--- config.mk ---
export PLATFORM = sky130hd
export DESIGN_NAME = sof_align_delay
export DESIGN_NICKNAME = d
export VERILOG_FILES = /design/src/rtl/sof_align_delay.sv
export SDC_FILE = /design/constraint.sdc
export NUM_CORES = 1
export LEC_CHECK = 0
export BUFFER_PORTS_ARGS = -buffer_cell sky130_fd_sc_hd__buf_2
export CAP_MARGIN = 20
export CELL_PAD_IN_SITES_DETAIL_PLACEMENT = 1
export CELL_PAD_IN_SITES_GLOBAL_PLACEMENT = 1
export CORE_MARGIN = 4
export CORE_UTILIZATION = 46
export DETAILED_ROUTE_END_ITERATION = 16
export MAX_ROUTING_LAYER = met4
export PLACE_DENSITY_LB_ADDON = 0.15
export SKIP_LAST_GASP = 1
export SLEW_MARGIN = 20
export SYNTH_ARGS = -nofsm -noshare
export SYNTH_HDL_FRONTEND = slang
export SYNTH_SLANG_ARGS = --single-unit
--- constraint.sdc ---
create_clock -name clk -period 2.6 [get_ports clk]
set_input_delay 0.39 -clock clk [delete_from_list [all_inputs] [get_ports clk]]
set_output_delay 0.39 -clock clk [all_outputs]
set_load 0.05 [all_outputs]
--- src/rtl/sof_align_delay.sv ---
`default_nettype none
// ============================================================================
// Module   : sof_align_delay
// Brief    : Measures the src_sof -> ref_sof skew in clock cycles. Once the
//            same skew has been seen on LOCK_N consecutive frames, it programs
//            a circular-buffer delay line so the source pixels leave the block
//            aligned to the reference stream.
// Revision : 1.0 - initial release
// ============================================================================
module sof_align_delay #(
  parameter int W      = 16,
  parameter int AW     = 6,
  parameter int LOCK_N = 2
) (
  input  logic          clk,
  input  logic          rst,
  input  logic          src_sof,
  input  logic          ref_sof,
  input  logic [W-1:0]  data_in,
  output logic [W-1:0]  data_out,
  output logic [AW-1:0] delay,
  output logic          locked,
  output logic          err
);

  // The match counter only has to hold values from 0 to LOCK_N.
  localparam int             MW      = (LOCK_N < 2) ? 1 : $clog2(LOCK_N + 1);
  localparam logic [AW-1:0]  CNT_MAX = AW'((2 ** AW) - 2);
  localparam logic [MW:0]    LOCK_NV = (MW + 1)'(LOCK_N);

  typedef enum logic [0:0] {
    S_IDLE = 1'b0,
    S_MEAS = 1'b1
  } state_t;

  state_t          state_q, state_d;
  logic [AW-1:0]   cnt_q, cnt_d;
  logic [AW-1:0]   cand_q, cand_d;
  logic [AW-1:0]   delay_q, delay_d;
  logic [MW-1:0]   match_q, match_d;
  logic            locked_q, locked_d;
  logic            err_q, err_d;
  logic [AW-1:0]   wr_ptr_q;
  logic [AW-1:0]   rd_addr;
  logic [W-1:0]    data_out_q;
  logic [W-1:0]    mem_q [0:(2**AW)-1];

  // Result of the skew measurement, produced by the FSM for the lock logic.
  logic            meas_valid;
  logic            meas_err;
  logic [AW-1:0]   meas;
  logic [MW:0]     match_inc;

  // Skew-measurement FSM: next state, cycle counter and measurement events.
  always_comb begin
    state_d    = state_q;
    cnt_d      = cnt_q;
    meas_valid = 1'b0;
    meas_err   = 1'b0;
    // cnt counts from the cycle after src_sof, so skew is cnt + 1.
    meas       = cnt_q + AW'(1);
    case (state_q)
      S_IDLE: begin
        if (src_sof && ref_sof) begin
          meas_err = 1'b1;
        end else if (src_sof) begin
          state_d = S_MEAS;
          cnt_d   = '0;
        end
      end
      S_MEAS: begin
        if (ref_sof) begin
          // ref_sof wins over a coincident src_sof, which is dropped.
          meas_valid = 1'b1;
          state_d    = S_IDLE;
        end else if (src_sof) begin
          cnt_d = '0;
        end else if (cnt_q == CNT_MAX) begin
          meas_err = 1'b1;
          state_d  = S_IDLE;
        end else begin
          cnt_d = cnt_q + AW'(1);
        end
      end
      default: state_d = S_IDLE;
    endcase
  end

  // Lock qualification: a skew must repeat LOCK_N times before it is applied.
  always_comb begin
    cand_d    = cand_q;
    match_d   = match_q;
    locked_d  = locked_q;
    delay_d   = delay_q;
    err_d     = 1'b0;
    match_inc = {1'b0, match_q} + (MW + 1)'(1);
    if (meas_err) begin
      err_d    = 1'b1;
      locked_d = 1'b0;
      match_d  = '0;
    end else if (meas_valid) begin
      if (meas == cand_q) begin
        match_d = (match_inc > LOCK_NV) ? LOCK_NV[MW-1:0] : match_inc[MW-1:0];
        if (match_inc >= LOCK_NV) begin
          locked_d = 1'b1;
          delay_d  = meas;
        end
      end else begin
        cand_d   = meas;
        match_d  = MW'(1);
        locked_d = 1'b0;
        if (LOCK_N == 1) begin
          locked_d = 1'b1;
          delay_d  = meas;
        end
      end
    end
  end

  // Control state registers with asynchronous reset.
  always_ff @(posedge clk or posedge rst) begin
    if (rst) begin
      state_q  <= S_IDLE;
      cnt_q    <= '0;
      cand_q   <= '0;
      match_q  <= '0;
      locked_q <= 1'b0;
      err_q    <= 1'b0;
      delay_q  <= AW'(1);
    end else begin
      state_q  <= state_d;
      cnt_q    <= cnt_d;
      cand_q   <= cand_d;
      match_q  <= match_d;
      locked_q <= locked_d;
      err_q    <= err_d;
      delay_q  <= delay_d;
    end
  end

  // Buffer RAM write port; contents are deliberately left unreset.
  always_ff @(posedge clk) begin
    mem_q[wr_ptr_q] <= data_in;
  end

  // Reading delay_q entries behind the write pointer gives exactly delay_q
  // cycles of latency through the registered output.
  assign rd_addr = wr_ptr_q - delay_q;

  // Write pointer and registered read data.
  always_ff @(posedge clk or posedge rst) begin
    if (rst) begin
      wr_ptr_q   <= '0;
      data_out_q <= '0;
    end else begin
      wr_ptr_q   <= wr_ptr_q + AW'(1);
      data_out_q <= mem_q[rd_addr];
    end
  end

  assign data_out = data_out_q;
  assign delay    = delay_q;
  assign locked   = locked_q;
  assign err      = err_q;

endmodule
`default_nettype wire

## Yosys cells after proc, flatten, opt, wreduce, memory -nomap -nowiden

Memories as Yosys holds them, arrays and structs flattened. A register that Yosys moved wholly into a read port is not among the register bits.
Cells that the tools add are included.

- Register bits after elaboration: 29
- Memory bits (writable): 1024
- Bits of input ports: 20
- Word-level logic and storage cells: 59
- Memories: 1

Memory list:

| memory | depth | bits a word | rd ports | clocked after Yosys merged registers in | write ports | line | source |
|---|---|---|---|---|---|---|---|
| mem_q | 64 | 16 | 1 | 1 | 1 | 46 | `logic [W-1:0] mem_q [0:(2**AW)-1];` |

- Add/sub/neg operators: 4
- Order comparisons: 2
- Equality and inequality tests: 7
- Multiplexer cells: 28
- Bitwise logic cells: 3
- Reduce and logical (&&, ||, !) cells: 6

Operator list:

| kind | count |
|---|---|
| $mux 6 | 5 |
| $mux 1 | 16 |
| $add 6x1->6 const B | 2 |
| $pmux 6 s2 | 1 |
| $mux 2 | 4 |
| $reduce_and 4->1 | 2 |
| $eq 6x6->1 | 1 |
| $eq 6x6->1 const B | 1 |
| $ne 2x2->1 const B | 3 |
| $sub 6x6->6 | 1 |
| $pmux 1 s2 | 2 |
| $add 2x1->3 const B | 1 |
| $ge 3x2->1 const B | 1 |
| $gt 3x2->1 const B | 1 |
| $ne 3x2->1 const B | 1 |
| $ne 3x3->1 const B | 1 |
| $not 1->1 | 3 |
| $reduce_and 3->1 | 1 |
| $reduce_and 2->1 | 1 |
| $reduce_bool 2->1 | 1 |
| $logic_and 1x1->1 | 1 |

## Depth between registers and ports, before layout

Gate-level depths: netlist of run 1.

- Word-level depth: 7
- Gate-level depth with buffers: 11
- Depth with buffers taken out: 10

## Worst setup path before layout of run 1

OpenSTA, ideal clock, no wires.

- Path type: register -> register
- From: register delay_q[1], in the netlist delay[1]
- To: register data_out_q[3], in the netlist data_out[3] (read register of mem_q)
- Library setup time: 140 ps
- Data arrival time: 2497 ps
- Required time: 2460 ps
- Path slack: -37 ps
- Cell stages (with the launch flop): 9
- Path buffers: 2
- Cells stage by stage: dfrtp_1 fa_1 buf_2 buf_1 mux4_2 mux2i_1 mux2i_1 mux2i_1 mux2i_1

- Cells in the longest elaborated chain, start to end: 1

Ends and longest elaborated chain:

| item | line | source |
|---|---|---|
| start: declaration | 39 | `logic [AW-1:0] delay_q, delay_d;` |
| start signal: assignment | 137 | `delay_q <= delay_d;` |
| $sub 6x6->6 | 148 | `assign rd_addr = wr_ptr_q - delay_q;` |
| end: declaration | 45 | `logic [W-1:0] data_out_q;` |

No other way between the ends.
A chain may end at the register's enable or synchronous reset.

## Worst setup path after layout of run 1

- From: register delay_q[0], in the netlist delay[0]
- To: register data_out_q[9], in the netlist data_out[9] (read register of mem_q)

Same word-level chain as after synthesis.

==> results of run 1 <==
report_power, final:
part           switching [uW]  internal [uW]
Clock                    6560           8860
Sequential                224          19100
Combinational           13400          13400
cell usage after synthesis (2+ instances only):
library cell	n	area [um^2]
mux4_2	256	5770
nand2b_1	4	25.0
xnor2_2	3	48.8
mux2i_1	240	2400
clkbuf_1	19	71.3
a21boi_0	2	15.0
nand2_1	18	67.6
o21ai_1	3	15.0
xor2_1	4	35.0
nor2_1	75	282
or3b_2	2	17.5
inv_1	12	45.0
buf_2	27	135
dfrtp_1	44	1100
nand3_1	8	40.0
a21o_1	2	15.0
buf_1	19	71.3
and3_1	2	12.5
buf_4	27	203
or3_1	3	18.8
a21oi_1	4	20.0
ha_1	8	100
xor2_2	4	65.1
o21ai_0	14	70.1
nand3_2	2	20.0
edfxtp_1	1024	30700
nand3b_1	2	15.0
xnor2_1	6	52.6
area by class of cell:
type | instances | area, um^2
Fill cell | 7666 | 39500
Sequential cell | 1069 | 31900
Multi-Input combinational cell | 681 | 9940
Timing Repair Buffer | 352 | 3660
Clock buffer | 145 | 2950
Tap cell | 1176 | 1470
Clock inverter | 60 | 556
Inverter | 12 | 45.0
metrics by stage:
step | hold WS (ns) | setup TNS (ns) | setup WS, ns
after floorplan | 0.470 | 0 | 0.00409
after global placement | 0.482 | -11.80 | -1.19
after detailed placement | 0.501 | -12.08 | -1.17
after CTS | 0.173 | -8.93 | -0.608
after global routing | 0.212 | -9.59 | -0.651
final | 0.216 | -8.24 | -0.561
registers in the layout, indices dropped and copies added (netlist names):
| register | count |
|---|---|
| err | 1 |
| mem_q | 1024 |
| state_q | 1 |
| cnt_q | 6 |
| match_q | 2 |
| cand_q | 6 |
| wr_ptr_q | 6 |
| data_out | 16 |
| locked | 1 |
| delay | 6 |
worst max-delay path, stage by stage (launching register included):
cell     delay (ns)
dfstp_2        0.56
ha_4           0.14
fa_4           0.66
buf_12         0.20
buf_16         0.17
buf_12         0.15
buf_4          0.13
mux4_2         0.28
mux2i_1        0.14
buf_4          0.15
mux2i_2        0.07
mux2i_2        0.26
mux2i_1        0.12
layer usage:
layer / GRT usage, % / part of all wire (%)
met4: 6.12 / 2.2
met2: 37.3 / 49
met3: 4.08 / 6.0
met5: - / 0
met1: 33.2 / 43
how the worst max path moves through the flow:
stage / startpoint / endpoint / slack (ns) / cells after the start
after detailed placement: wr_ptr_q[0]$_DFF_PP0_ / data_out[15]$_DFF_PP0_ / -1.17 / 11
after CTS: delay[0]$_DFFE_PP1P_ / data_out[13]$_DFF_PP0_ / -0.61 / 12
final: delay[0]$_DFFE_PP1P_ / data_out[9]$_DFF_PP0_ / -0.56 / 12
after global routing: wr_ptr_q[0]$_DFF_PP0_ / data_out[10]$_DFF_PP0_ / -0.65 / 13
after global placement: wr_ptr_q[0]$_DFF_PP0_ / data_out[15]$_DFF_PP0_ / -1.19 / 11
after floorplan: delay[1]$_DFFE_PP0P_ / data_out[10]$_DFF_PP0_ / 0.004 / 8
what timing repair did:
action / in CTS / in global routing
gates resized for setup: 113 / 34
setup endpoints to repair: 16 / 16
pin swaps: 2 / 2
cloned: 11 / 2
endpoints found under the hold margin: 50 / 0
hold buffers: 3 / 0
setup buffers: 26 / 12
logic make-up (layout without fill, tap and decap cells):
kind of cell             count (synthesis)  in the layout  synth area share (%)
flip-flops                            1069           1069                  76.4
XOR/XNOR                                18             18                 0.549
adder cells (fa/ha/maj)                  9              9                 0.288
AND/OR/NAND/NOR                        123            123                  1.36
AO/OA/AOI/OAI                           33             33                 0.483
multiplexers                           498            498                  19.6
buffers and inverters                  104            569                  1.26
==> results.ini, run 1 <==
[final_layout]
fin_area_um2 = 50500
nNetsFinal = 2254
antenna_cells = 0
layout_common_cells = edfxtp_1 (1024), mux4_2 (256), buf_4 (220)
drive_gt1_share_pct = 37.7
fin_cells = 3495
final_core_util_pct = 56.1
layout_commonest_cell = edfxtp_1
syn_to_final_growth_pct = 21.1

[yosys]
ys_seq_area_share_pct = 76.4
synth_cell_types = 48
synth_nets = 1883
netlist_area_um2 = 41700
syn_avg_cell_area_um2 = 22.5
synth_edf_count = 1024
syn_inst = 1854
async_reset_ff_share_pct = 4.21
ys_seq_elements = 1069
synth_ff_type = edfxtp_1
yosysWarnings = 0

[worst_setup_path]
cp_data_arrival_time_ns = 3.71
r2r_start = delay[0]$_DFFE_PP1P_
r2r_setup_slack_ns = -0.56
cp-start-kind = register
r2r_end = data_out[9]$_DFF_PP0_
reg2reg_depth = 12
required_ns = 3.15
crit_fanout = 8
cp-end-kind = register
path_class = register to register

[hold_path]
hp-start = ref_sof
hold_path_class = input pin to register
worstHoldEndpoint = state_q$_DFF_PP0_
min_path_cells = 3

[die]
rows = 110
initial_core_util_pct = 46.3
dieArea_um2 = 95600
chipHeight_um = 309
die_w_um = 309
ios = 44
core_um2 = 90000

[placed_design]
port_buffers = 43
dpl.cell_count = 3240
post_dp_cell_area_um2 = 45600
gp_congestion = 0.761
dp_hpwl_um = 64700

[global_routing]
antenna_found_initial = 1
grt_overflow = 0
grt_pass1_wl_um = 157000
grt_max_degree = 65
grt_pass1_vias = 21616
grt_util_all_layers_pct = 23.9

[clocking]
clk-insertion-delay-late_ns = 0.68
cts_max_level = 3
clockRootBuffer = clkbuf_16
clk_pin_slew_ns = 0.06
numCtsBuffers = 109
cts_num_sinks = 1069
clockBufferDepth = 3
cts_tree = built

[sta]
worstMarginPinSlew_ns = 0.855
setup_violations = 16
finalMaxSlewViolations = 0
grt_setup_unrepaired = true
final_hold_viol_count = 0
period_share_pct = 122
skew_ns = 0.0185
maxSlewHeadroom_pct = 43.0
setup_slack_ns = -0.561
fmax_ghz = 0.316
fin_crit_ns = 3.16

[run_status]
outcome = finished with violations
violations = negative setup slack

[job]
max_cap_viol_count = 0

[detailed_routing]
drt-initial-drc-count = 1898
drtAntennaViolNets = 0
via_count = 20246
wirelength_um = 109000
first_pass_iters = 5
avgViaCountPerCell = 5.79
wire_per_inst_um = 31.1
drcViolationCount = 0

[pwr]
ir_drop_mv = 0.716
p_leak_uw = 0.0171
power_uw = 61600
p_per_area_nw_per_um2 = 1220

No activity file was read; power rests on OpenSTA's default activity.
==> inputs of run 2 (changes only) <==
--- a/constraint.sdc
+++ b/constraint.sdc
@@ -3,2 +3,2 @@
 set_output_delay 0.39 -clock clk [all_outputs]
-set_load 0.05 [all_outputs]
+set_load 0.005 [all_outputs]
==> run 2 against run 1 <==
  * The run still ends with negative setup slack left
  * Final cell count up 0.14%
  * Count of clock-buffer cells in the layout shrank 8
  * Global-route usage is 0.24 points lower
  * First-iteration DRC count rose by 2.4%
  * Die area did not move
  * Total power fell by 3.9%
  * Clock skew rose by 0.016 ns
==> results.ini, run 2 (synthesis gave the netlist of run 1 again) <==
[run_status]
outcome = finished with violations
violations = negative setup slack

[final_layout]
layout_common_cells = edfxtp_1 (1024), mux4_2 (256), buf_4 (230)
nNetsFinal = 2253  ; -0.044%
layout_commonest_cell = edfxtp_1
final_core_util_pct = 55.7  ; -0.39 points
top_register = mem_q
largest_reg_flops = 1024  ; unchanged
syn_to_final_growth_pct = 20.2
drive_gt1_share_pct = 36.7  ; -1.0 points

[clocking]
cts_max_level = 3  ; unchanged
clockBufferDepth = 3  ; unchanged
clockRootBuffer = clkbuf_16
cts_tree = built
clk_pin_slew_ns = 0.06  ; about the same
numCtsBuffers = 111  ; +1.8%
clk-insertion-delay-late_ns = 0.70  ; +0.02 ns
cts_num_sinks = 1069  ; unchanged

[die]
ios = 44  ; unchanged
die_w_um = 309  ; unchanged
core_um2 = 90000  ; unchanged
dieArea_um2 = 95600  ; unchanged
chipHeight_um = 309  ; unchanged
initial_core_util_pct = 46.3  ; unchanged
rows = 110  ; unchanged

[worst_setup_path]
max_stage_delay_ns = 0.79  ; +0.13 ns
crit_path_frequent_cell = mux2i_4
r2r_start = wr_ptr_q[0]$_DFF_PP0_
path_class = register to register
crit_slowest_cell = fa_4
crit_family = multiplexers
r2r_end = data_out[2]$_DFF_PP0_
crit_fanout = 7  ; -1
cp_data_arrival_time_ns = 3.71  ; about the same
cp-start-kind = register
crit_chain = inv_2 -> ha_4 -> fa_4 -> buf_6 -> buf_12 -> buf_12 -> buf_8 -> mux4_2 -> mux2i_4 -> mux2i_4 -> mux2i_4 -> mux2i_1
cp-end-kind = register
reg2reg_depth = 12  ; unchanged
required_ns = 3.15  ; about the same
path_buf_inv = 5  ; unchanged
r2r_setup_slack_ns = -0.56  ; about the same

[detailed_routing]
drcViolationCount = 0  ; unchanged
avgViaCountPerCell = 5.76  ; -0.57%
wirelength_um = 107000  ; -1.3%
first_pass_iters = 5  ; unchanged
drt-initial-drc-count = 1944  ; +2.4%
via_count = 20159  ; -0.43%
wire_per_inst_um = 30.6  ; -1.4%
drtAntennaViolNets = 0  ; unchanged

[placed_design]
gp_congestion = 0.808  ; +6.2%
pre_cts_slack_ns = -0.985  ; +0.187 ns
port_buffers = 43  ; unchanged
dp_hpwl_um = 65000  ; +0.39%

[pwr]
p_per_area_nw_per_um2 = 1180  ; -3.2%
ir_drop_mv = 0.608  ; -15%
power_uw = 59200  ; -3.9%
p_leak_uw = 0.0170  ; -0.46%

[sta]
skew_ns = 0.0340  ; +0.0156 ns
fin_crit_ns = 3.16  ; -0.00231 ns
setup_violations = 16  ; unchanged
final_hold_viol_count = 0  ; unchanged
whs_ns = 0.102  ; -0.114 ns
fmax_ghz = 0.317  ; about the same
maxSlewHeadroom_pct = 39.7  ; -3.3 points
setup_tns_ns = -7.83  ; +0.414 ns
finalMaxSlewViolations = 0  ; unchanged
period_share_pct = 121  ; about the same
worstMarginPinSlew_ns = 0.905  ; +0.0495 ns
setup_slack_ns = -0.559  ; +0.00231 ns
grt_setup_unrepaired = true

[global_routing]
grt_pass1_wl_um = 155000  ; -1.0%
grt_util_all_layers_pct = 23.6  ; -0.24 points
antenna_found_initial = 6  ; +5
grt_overflow = 0  ; unchanged
grt_pass1_vias = 21426  ; -0.88%
grt_max_degree = 65  ; unchanged

[job]
max_cap_viol_count = 0  ; unchanged

[hold_path]
hold_path_class = input pin to register
worstHoldEndpoint = mem_q[32][6]$_DFFE_PP_
hp-start = data_in[6]
min_path_cells = 1  ; -2

==> run 2: changes by cell type in the layout (fill, tap and decap cells not counted), moves of 5 or more <==
| cell | previous run | this run |
|---|---|---|
| clkinv_1 | 11 | 30 |
| mux2i_4 | 31 | 26 |
| mux2i_2 | 48 | 33 |
| buf_4 | 220 | 230 |
| clkbuf_1 | 30 | 22 |
| nor2_2 | 1 | 6 |
| mux2i_1 | 161 | 181 |
| buf_12 | 58 | 48 |
| nor2_1 | 74 | 69 |
==> run 2: layout make-up <==
type / instances / area (um^2)
diodes: 4 / 10.0
multi-input cells: 681 / 9830
fillers: 7684 / 39900
clock buffers: 137 / 2930
flip-flops and latches: 1069 / 31900
well taps: 1176 / 1470
clock inverters: 72 / 584
repair buffers: 349 / 3400
inverters: 12 / 45.0
==> run 2: what timing repair did <==
item,CTS,global route
setup buffers,16,6
hold buffers,1,0
endpoints found under the hold margin,44,0
cloned,7,1
pin swaps,1,2
endpoints found under the setup margin,16,16
resized for setup,96,27
==> run 2: layer usage <==
metal	GRT usage [%]	wire length (um)	part of all wire (%)
met1	32.6	46200	43
met2	36.7	52000	49
met3	4.68	6580	6.1
met4	6.06	2380	2.2
met5	-	0	0
==> run 2: per-stage QoR <==
step	std cells	instance area, um^2
6_report	3500	50100
5_1_grt	3498	50100
4_1_cts	3491	49900
3_5_place_dp	3258	45600
3_3_place_gp	3258	45600
2_1_floorplan	1854	41700
==> run 2: power breakdown <==
part	total [uW]	internal [uW]	switching [uW]
clock	15300	8760	6530
sequential	19400	19100	264
combinational	24500	12300	12100
==> run 2: how the worst max path moves through the flow <==
stage,start,endpoint,cells after the start
2_1_floorplan,wr_ptr_q[0]$_DFF_PP0_,data_out[0]$_DFF_PP0_,10
3_3_place_gp,wr_ptr_q[0]$_DFF_PP0_,data_out[2]$_DFF_PP0_,11
3_5_place_dp,wr_ptr_q[0]$_DFF_PP0_,data_out[2]$_DFF_PP0_,11
4_1_cts,wr_ptr_q[0]$_DFF_PP0_,data_out[2]$_DFF_PP0_,12
5_1_grt,wr_ptr_q[0]$_DFF_PP0_,data_out[2]$_DFF_PP0_,12
6_report,wr_ptr_q[0]$_DFF_PP0_,data_out[2]$_DFF_PP0_,12
==> inputs of run 3 (changes only) <==
- CORE_ASPECT_RATIO: not set -> 0.8
- CORE_UTILIZATION: 46 -> 45
- CTS_CLUSTER_DIAMETER: not set -> 150
==> run 3 against run 2 <==
  * Clock skew down 0.0096 ns
  * Highest routed layer unchanged
  * Routed wire length up 0.87%
  * Sequential power about the same
  * The flow still finishes with violations (negative setup slack)
  * Critical endpoint is now data_out[8]$_DFF_PP0_
  * Via count up 0.50%
==> results.ini, run 3 (synthesis gave the netlist of run 1 again) <==
[placed_design]
port_buffers = 43  ; unchanged
dp_hpwl_um = 65500  ; +0.85%
gp_congestion = 0.786  ; -2.8%
pre_cts_slack_ns = -0.812  ; +0.173 ns

[job]
max_cap_viol_count = 0  ; unchanged

[worst_setup_path]
crit_path_frequent_cell = mux2i_1
required_ns = 3.16  ; about the same
crit_chain = inv_2 -> ha_4 -> fa_4 -> buf_12 -> buf_4 -> buf_16 -> mux4_2 -> mux2i_1 -> mux2i_4 -> mux2i_1 -> mux2i_1
crit_slowest_cell = fa_4
cp-end-kind = register
cp_data_arrival_time_ns = 3.73  ; +0.02 ns
crit_family = multiplexers
max_stage_delay_ns = 0.83  ; +0.04 ns
path_class = register to register
crit_fanout = 19  ; +12
cp-start-kind = register
path_buf_inv = 4  ; -1

[final_layout]
layout_commonest_cell = edfxtp_1
layout_common_cells = edfxtp_1 (1024), mux4_2 (256), buf_4 (223)
syn_to_final_growth_pct = 19.6
final_core_util_pct = 54.5  ; -1.2 points
largest_reg_flops = 1024  ; unchanged
nNetsFinal = 2237  ; -0.71%
drive_gt1_share_pct = 35.8  ; -0.86 points
top_register = mem_q

[sta]
grt_setup_unrepaired = true
period_share_pct = 122  ; +0.33 points
maxSlewHeadroom_pct = 34.6  ; -5.0 points
fin_crit_ns = 3.17  ; +0.00871 ns
finalMaxSlewViolations = 0  ; unchanged
skew_ns = 0.0245  ; -0.00956 ns
setup_violations = 16  ; unchanged
setup_slack_ns = -0.567  ; -0.00871 ns
fmax_ghz = 0.316  ; -0.27%
final_hold_viol_count = 0  ; unchanged
worstMarginPinSlew_ns = 0.981  ; +0.0757 ns

[detailed_routing]
wirelength_um = 108000  ; +0.87%
first_pass_iters = 5  ; unchanged
via_count = 20259  ; +0.50%
avgViaCountPerCell = 5.77  ; +0.15%
drcViolationCount = 0  ; unchanged
drtAntennaViolNets = 0  ; unchanged
drt-initial-drc-count = 2100  ; +8.0%
wire_per_inst_um = 30.8  ; +0.52%

[die]
rows = 99  ; -10%
dieArea_um2 = 97700  ; +2.2%
ios = 44  ; unchanged
initial_core_util_pct = 45.6  ; -0.77 points
die_w_um = 348  ; +13%
chipHeight_um = 280  ; -9.3%
core_um2 = 91500  ; +1.7%

[clocking]
cts_max_level = 3  ; unchanged
numCtsBuffers = 104  ; -6.3%
cts_tree = built
clockRootBuffer = clkbuf_16
clk-insertion-delay-late_ns = 0.69  ; about the same
clk_pin_slew_ns = 0.07  ; about the same
clockBufferDepth = 3  ; unchanged
cts_num_sinks = 1069  ; unchanged

[hold_path]
hold_path_class = input pin to register

[run_status]
outcome = finished with violations
violations = negative setup slack

[pwr]
p_leak_uw = 0.0169  ; -0.72%
power_uw = 58800  ; -0.70%
ir_drop_mv = 0.554  ; -8.9%
p_per_area_nw_per_um2 = 1180  ; -0.20%

[global_routing]
grt_overflow = 0  ; unchanged
grt_pass1_wl_um = 156000  ; +0.30%
grt_pass1_vias = 21457  ; +0.14%
grt_max_degree = 65  ; unchanged
grt_util_all_layers_pct = 23.0  ; -0.57 points
antenna_found_initial = 5  ; -1

[run 3: cell types whose count changed in the layout (fill, tap and decap cells not counted), moves of 5 or more]
cell and change:
mux2i_1 +6, nor2_1 +5, clkinv_2 -7, clkbuf_1 +6, buf_4 -7, buf_6 -5, nor2_2 -5, clkinv_1 -12
[run 3: power breakdown]
part / leakage, uW / internal [uW] / switching, uW
clock: 0.00163 / 8460 / 6510
sequential: 0.00978 / 19100 / 344
combinational: 0.00546 / 12400 / 12000
[run 3: metal layers]
layer | global-route usage, % | share of wire [%] | wire length (um) | vias up
li1 | - | - | - | 8435
met1 | 34.0 | 46 | 49300 | 11054
met2 | 33.9 | 46 | 49700 | 638
met3 | 4.69 | 6.8 | 7350 | 132
met4 | 4.48 | 1.7 | 1820 | 0
met5 | - | 0 | 0 | -
[run 3: per-stage QoR]
stage	instance area, um^2	TNS, ns	hold WS [ns]	instances
final	49900	-8.00	0.0984	3512
after global routing	49900	-9.43	0.0807	3509
after CTS	49500	-8.25	0.0599	3495
after detailed placement	45600	-10.45	0.510	3285
after global placement	45600	-10.39	0.485	3285
after floorplan	41700	0	0.470	1854
[run 3: worst register-to-register path: cells and delay by family, from the launching register on]
family	cells	cell delay, ns
adders and majority gates	2	0.99
buffers and inverters	4	0.52
DFF	1	0.37
muxes	5	1.15
[run 3: timing repair]
| action | in CTS | in global routing |
|---|---|---|
| gates resized for setup | 73 | 40 |
| buffers inserted | 14 | 11 |
| endpoints found under the setup margin | 16 | 17 |
| hold buffers | 1 | 0 |
| gates cloned | 4 | 6 |
| hold endpoints to repair | 34 | 0 |
| pin swaps | 1 | 3 |
[run 3: final timing paths]
kind                       cells past startpoint                      end  slack (ns)                   from
setup / recovery                              11    data_out[8]$_DFF_PP0_       -0.57  wr_ptr_q[0]$_DFF_PP0_
min in group asynchronous                      3            err$_DFF_PP0_        0.49                    rst
hold reg to reg                                2    cand_q[1]$_DFFE_PP0P_        0.51  cand_q[1]$_DFFE_PP0P_
setup reg to reg                              11    data_out[8]$_DFF_PP0_       -0.57  wr_ptr_q[0]$_DFF_PP0_
max in group asynchronous                      4    data_out[7]$_DFF_PP0_        1.38                    rst
hold / removal                                 1  mem_q[40][15]$_DFFE_PP_         0.1            data_in[15]
[run 3: cell type report]
cell class	count	area, um^2
antenna	5	12.5
clock buffer	135	2750
clock inverter	58	573
fill	7847	41600
inverter	12	45.0
multi-input combinational	681	9770
sequential	1069	31900
tap	1212	1520
timing repair buffer	340	3360
